==> config.mk <==
export PLATFORM = sky130hd
export DESIGN_NAME = moore_seq_det
export DESIGN_NICKNAME = d
export VERILOG_FILES = /design/src/rtl/moore_seq_det_pkg.sv /design/src/rtl/moore_seq_det_sat_counter.sv /design/src/rtl/moore_seq_det.sv
export SDC_FILE = /design/constraint.sdc
export NUM_CORES = 1
export LEC_CHECK = 0
export CAP_MARGIN = 20
export CORE_ASPECT_RATIO = 1.25
export CORE_UTILIZATION = 35
export CTS_CLUSTER_SIZE = 20
export DETAILED_ROUTE_END_ITERATION = 10
export PLACE_DENSITY = 0.74
export SLEW_MARGIN = 20
export SYNTH_ARGS = -nofsm -noshare
export SYNTH_HDL_FRONTEND = slang
export SYNTH_SLANG_ARGS = --single-unit
==> constraint.sdc <==
create_clock -name clk -period 1.64 [get_ports clk]
set_input_delay 0.246 -clock clk [delete_from_list [all_inputs] [get_ports clk]]
set_output_delay 0.246 -clock clk [all_outputs]
set_load 0.02 [all_outputs]
==> src/rtl/moore_seq_det_pkg.sv <==
`default_nettype none
// ============================================================================
// Module  : moore_seq_det_pkg
// Brief   : Shared types, legal-range constants and helpers for the
//           parametrised Moore serial-pattern detector.
// Revision: 1.0 - initial release
// ============================================================================
package moore_seq_det_pkg;

  // Detection mode, taken from the overlap input on every consume cycle.
  typedef enum logic {
    DET_NONOVL = 1'b0,
    DET_OVL    = 1'b1
  } det_mode_e;

  // Legal range for the pattern length.
  localparam int unsigned PAT_W_MIN = 2;
  localparam int unsigned PAT_W_MAX = 32;

  // Bits needed to hold a fill count in the range 0..pat_w.
  function automatic int unsigned fill_width(input int unsigned pat_w);
    return $clog2(pat_w + 1);
  endfunction

  // True when pat_w lies inside the supported range.
  function automatic bit pat_w_legal(input int unsigned pat_w);
    return (pat_w >= PAT_W_MIN) && (pat_w <= PAT_W_MAX);
  endfunction

endpackage : moore_seq_det_pkg
`default_nettype wire

==> src/rtl/moore_seq_det_sat_counter.sv <==
`default_nettype none
// ============================================================================
// Module  : sat_counter
// Brief   : Saturating up-counter used for the detector match count.
//           A clear that coincides with an increment gives 1, so the
//           match on the clearing edge is not lost.
//           Built only when MOORE_SEQ_DET_COUNT_EN is defined.
// Revision: 1.0 - initial release
// ============================================================================
`ifdef MOORE_SEQ_DET_COUNT_EN
module sat_counter #(
  parameter int unsigned W = 8
) (
  input  logic         clk,
  input  logic         reset,
  input  logic         clr,
  input  logic         inc,
  output logic [W-1:0] cnt
);

  localparam logic [W-1:0] C_CNT_MAX = '1;

  logic [W-1:0] cnt_q;
  logic [W-1:0] cnt_d;

  // Next count: clear wins over increment, increment stops at all-ones.
  always_comb begin
    cnt_d = cnt_q;
    if (clr) begin
      cnt_d = inc ? W'(1) : '0;
    end else if (inc && (cnt_q != C_CNT_MAX)) begin
      cnt_d = cnt_q + W'(1);
    end
  end

  // Count register with asynchronous active-low reset.
  always_ff @(posedge clk or negedge reset) begin
    if (!reset) begin
      cnt_q <= '0;
    end else begin
      cnt_q <= cnt_d;
    end
  end

  assign cnt = cnt_q;

endmodule : sat_counter
`endif
`default_nettype wire

==> src/rtl/moore_seq_det.sv <==
`default_nettype none
// ============================================================================
// Module  : moore_seq_det
// Brief   : Parametrised Moore serial-pattern detector. Matches a runtime
//           loadable PAT_W-bit pattern (MSB = oldest bit) on a qualified
//           serial stream, overlapping or non-overlapping. op is registered
//           and pulses for one cycle per match.
//           Optional saturating match counter: define MOORE_SEQ_DET_COUNT_EN.
//           Without it match_cnt is tied to 0 and cnt_clr is ignored.
// Revision: 1.0 - initial release
// ============================================================================
module moore_seq_det
  import moore_seq_det_pkg::*;
#(
  parameter int unsigned          PAT_W   = 4,
  parameter logic [PAT_W-1:0]     RST_PAT = PAT_W'(4'b1001),
  parameter int unsigned          CNT_W   = 8
) (
  input  logic             clk,
  input  logic             reset,
  input  logic             ip_valid,
  input  logic             ip,
  input  logic             pat_load,
  input  logic [PAT_W-1:0] pat_in,
  input  logic             overlap,
  input  logic             cnt_clr,
  output logic             op,
  output logic [CNT_W-1:0] match_cnt
);

  localparam int unsigned        FILL_W    = fill_width(PAT_W);
  localparam logic [FILL_W-1:0]  C_FILL_FULL = FILL_W'(PAT_W);

  // Out-of-range pattern lengths are rejected at elaboration.
  if (!pat_w_legal(PAT_W)) begin : g_bad_pat_w
    $error("moore_seq_det: PAT_W out of range");
  end

  // State registers and their next-state values.
  logic [PAT_W-1:0]  pat_q,  pat_d;
  logic [PAT_W-1:0]  hist_q, hist_d;
  logic [FILL_W-1:0] fill_q, fill_d;
  logic              op_q,   op_d;

  // Combinational helpers.
  logic [PAT_W-1:0]  hist_shift;
  logic [FILL_W-1:0] fill_inc;
  logic              match;
  det_mode_e         mode;

  assign mode       = det_mode_e'(overlap);
  assign hist_shift = {hist_q[PAT_W-2:0], ip};
  // Fill saturates at PAT_W: once full, every further bit is a candidate.
  assign fill_inc   = (fill_q == C_FILL_FULL) ? fill_q : (fill_q + FILL_W'(1));

  // Next-state and match decode; load overrides any bit on the same cycle.
  always_comb begin
    pat_d  = pat_q;
    hist_d = hist_q;
    fill_d = fill_q;
    op_d   = 1'b0;
    match  = 1'b0;
    if (pat_load) begin
      pat_d  = pat_in;
      hist_d = '0;
      fill_d = '0;
    end else if (ip_valid) begin
      hist_d = hist_shift;
      // A match needs a full window of fresh bits, not just equal history.
      match  = (hist_shift == pat_q) && (fill_inc == C_FILL_FULL);
      op_d   = match;
      if (match && (mode == DET_NONOVL)) begin
        // Restart the window so matched bits cannot seed the next match.
        fill_d = '0;
      end else begin
        fill_d = fill_inc;
      end
    end
  end

  // State registers with asynchronous active-low reset.
  always_ff @(posedge clk or negedge reset) begin
    if (!reset) begin
      pat_q  <= RST_PAT;
      hist_q <= '0;
      fill_q <= '0;
      op_q   <= 1'b0;
    end else begin
      pat_q  <= pat_d;
      hist_q <= hist_d;
      fill_q <= fill_d;
      op_q   <= op_d;
    end
  end

  assign op = op_q;

`ifdef MOORE_SEQ_DET_COUNT_EN
  // Match counter advances on the same edge that raises op.
  sat_counter #(
    .W (CNT_W)
  ) u_sat_counter (
    .clk   (clk),
    .reset (reset),
    .clr   (cnt_clr),
    .inc   (match),
    .cnt   (match_cnt)
  );
`else
  // Counter not built: output tied low, clear input intentionally unused.
  logic w_unused_cnt_clr;
  assign w_unused_cnt_clr = cnt_clr;
  assign match_cnt        = '0;
`endif

endmodule : moore_seq_det
`default_nettype wire

==> flow_metrics.env <==
export IMPL_path_cells="inv_2 -> ha_1 -> nand2_2 -> xnor2_1 -> or4_1 -> nor2_1"
export IMPL_syn_inst=57
export IMPL_antenna_found_initial=0
export IMPL_first_pass_iters=2
export IMPL_row_count=16
export IMPL_crit_family="simple AND/OR/NAND/NOR gates"
export IMPL_ys_top_cells_by_area="dfrtp_1 37%, buf_4 9.9%, dfstp_2 8.6%"
export IMPL_coreArea_mm2=0.00160
export IMPL_yosysWarnings=0
export IMPL_synth_enable_flop_cells=0
export IMPL_drive_above_1_share_pct=16.2
export IMPL_drtAntennaViolNets=0
export IMPL_finalSetupViolCount=0
export IMPL_die_y_um=48.6
export IMPL_leakage_nw=0.320
export IMPL_max_cap_violations=0
export IMPL_grtUsageTotal_pct=12.7
export IMPL_synth_top_cell_area_share_pct=37.0
export IMPL_cts_tree="yes"
export IMPL_syn_area_um2=608
export IMPL_cts_setup_buffers=0
export IMPL_drtIter0Drc=1
export IMPL_final_max_slew_viol_count=0
export IMPL_synth_area_leader_cell="dfrtp_1"
export IMPL_routabilityCongestion=0.719
export IMPL_dr_total_vias=397
export IMPL_seq_area_um2=278
export IMPL_worstPathArrival_ps=1730
export IMPL_clockRootBuffer="clkbuf_4"
export IMPL_seq_area_frac_synth_pct=45.7
export IMPL_cts_resized=0
export IMPL_hold_buffers=0
export IMPL_p_per_area_mw_per_mm2=853
export IMPL_outcome="finished, final reports clean"
export IMPL_start_util_pct=38.0
export IMPL_crit_buf_inv=1
export IMPL_drc=0
export IMPL_port_buffers=10
export IMPL_synth_cell_types=22
export IMPL_fillerInstances=171
export IMPL_cp_start_kind="register"
export IMPL_cts_sink_count=11
export IMPL_grt_max_degree=12
export IMPL_crit_fanout=3
export IMPL_die_x_um=39.3
export IMPL_critPathSlowestCell="or4_1"
export IMPL_syn_area_per_cell_um2=10.7
export IMPL_async_flop_share_pct=100
export IMPL_fmax_mhz=656
export IMPL_multiInputGateArea_um2=274
export IMPL_path_clk_slew_ps=70
export IMPL_wire_per_inst_um=10.7
export IMPL_critPathKind="register to register"
export IMPL_area_growth_pct=17.7
export IMPL_numCtsBuffers=3
export IMPL_period_needed_ps=1520
export IMPL_final_hold_viol_count=0
export IMPL_grt_ovfl_total=0
export IMPL_ys_flop_type="dfrtp_1"
export IMPL_place_area_um2=689
export IMPL_critPathRequiredTime_ps=1840
export IMPL_stdcell_area_um2=716
export IMPL_min_path_type="input port to async pin"
export IMPL_grt_setup_unrepaired="false"
export IMPL_die_area_mm2=0.00191
export IMPL_synth_seq_cells=11
export IMPL_clockBufferDepth=2
export IMPL_fin_setup_tns_ps=0
export IMPL_synth_common_cells="9 x dfrtp_1, 8 x buf_4, 6 x nor2_1"
export IMPL_hpwl_um=719
export IMPL_yosysMostFrequentCell="dfrtp_1"
export IMPL_cp_slowest_stage_delay_ps=500
export IMPL_irDropWorstVdd_uv=572
export IMPL_grt_pass1_vias=423
export IMPL_via_per_inst=4.62
export IMPL_grt_pass1_wl_um=1700
export IMPL_ios=20
export IMPL_fin_nets=82
export IMPL_fin_worst_skew_ps=5.32
export IMPL_diodes=0
export IMPL_endpoint_kind="register"
export IMPL_clock_latency_ps=270
export IMPL_fin_crit_sh_pct=92.9
export IMPL_h_tree_depth=1
export IMPL_routed_wl_um=919
[cells in the final DEF (no fill, tap or decap), drive strengths merged, types with 2 or more instances in the layout]
| cell type | count |
|---|---|
| inv | 4 |
| nor2 | 6 |
| clkdlybuf4s50 | 10 |
| xnor2 | 5 |
| conb | 8 |
| mux2 | 4 |
| nand2 | 2 |
| ha | 2 |
| dfstp | 2 |
| dfrtp | 9 |
| clkbuf | 4 |
| mux2i | 4 |
[per-layer routing]
metal	global-route usage [%]	wire length (µm)
met5	0	0
met4	10.3	35
met3	1.38	37
met2	18.9	499
met1	15.8	347
[flip-flops by register name (all words and copies together) (netlist names)]
signal	cells
fill_q	3
hist_q	3
pat_q	4
op	1
[logic make-up after synthesis]
kind of cell,Yosys count,share of synthesized area [%]
compound gates,2,2.88
xor+xnor,6,8.64
fa+ha+maj,2,4.11
buf+inv,14,13.6
flops,11,45.7
mux,8,14.0
other cells,1,0.617
simple gates,13,10.5
[worst register-to-register path, stage by stage (launching register included)]
cell	delay, ps
dfrtp_1	390
inv_2	90
ha_1	170
nand2_2	60
xnor2_1	140
or4_1	500
nor2_1	100
[metrics by stage]
step | hold WS (ps) | cells | setup WS [ps] | utilization [%] | power [mW]
2_1_floorplan | -49.6 | 64 | 211 | - | 0.402
3_3_place_gp | 519 | 82 | 84.0 | 43.0 | 0.424
3_5_place_dp | 534 | 82 | 71.0 | 43.0 | 0.427
4_1_cts | 311 | 86 | 92.8 | 44.7 | 0.620
5_1_grt | 348 | 86 | 41.4 | 44.7 | 0.644
6_report | 296 | 86 | 116 | 44.7 | 0.610
[final timing paths]
check | startpoint | to | slack (ps) | cells past startpoint
hold reg to reg | pat_q[2] | pat_q[2] | 550 | 1
hold / removal | reset | hist_q[0] | 300 | 1
max in group asynchronous | reset | pat_q[3] | 990 | 1
setup reg to reg | fill_q[0] | op | 120 | 6
setup / recovery | fill_q[0] | op | 120 | 6
min in group clk | pat_q[2] | pat_q[2] | 550 | 1
[area by class of cell]
cell class / instances / share of cell area [%]
flip-flops and latches: 11 / 38.8
multi-input cells: 39 / 38.3
repair buffers: 10 / 14.0
clock buffers: 4 / 3.67
well taps: 18 / 3.15
inverters: 4 / 2.10
[where the power goes]
| part | internal, mW | switching, mW | leakage, nW |
|---|---|---|---|
| sequential | 0.293 | 0.0139 | 0.140 |
| clock | 0.0944 | 0.0952 | 0.0150 |
| combinational | 0.0563 | 0.0575 | 0.165 |
(Power assumes the default switching activity.)
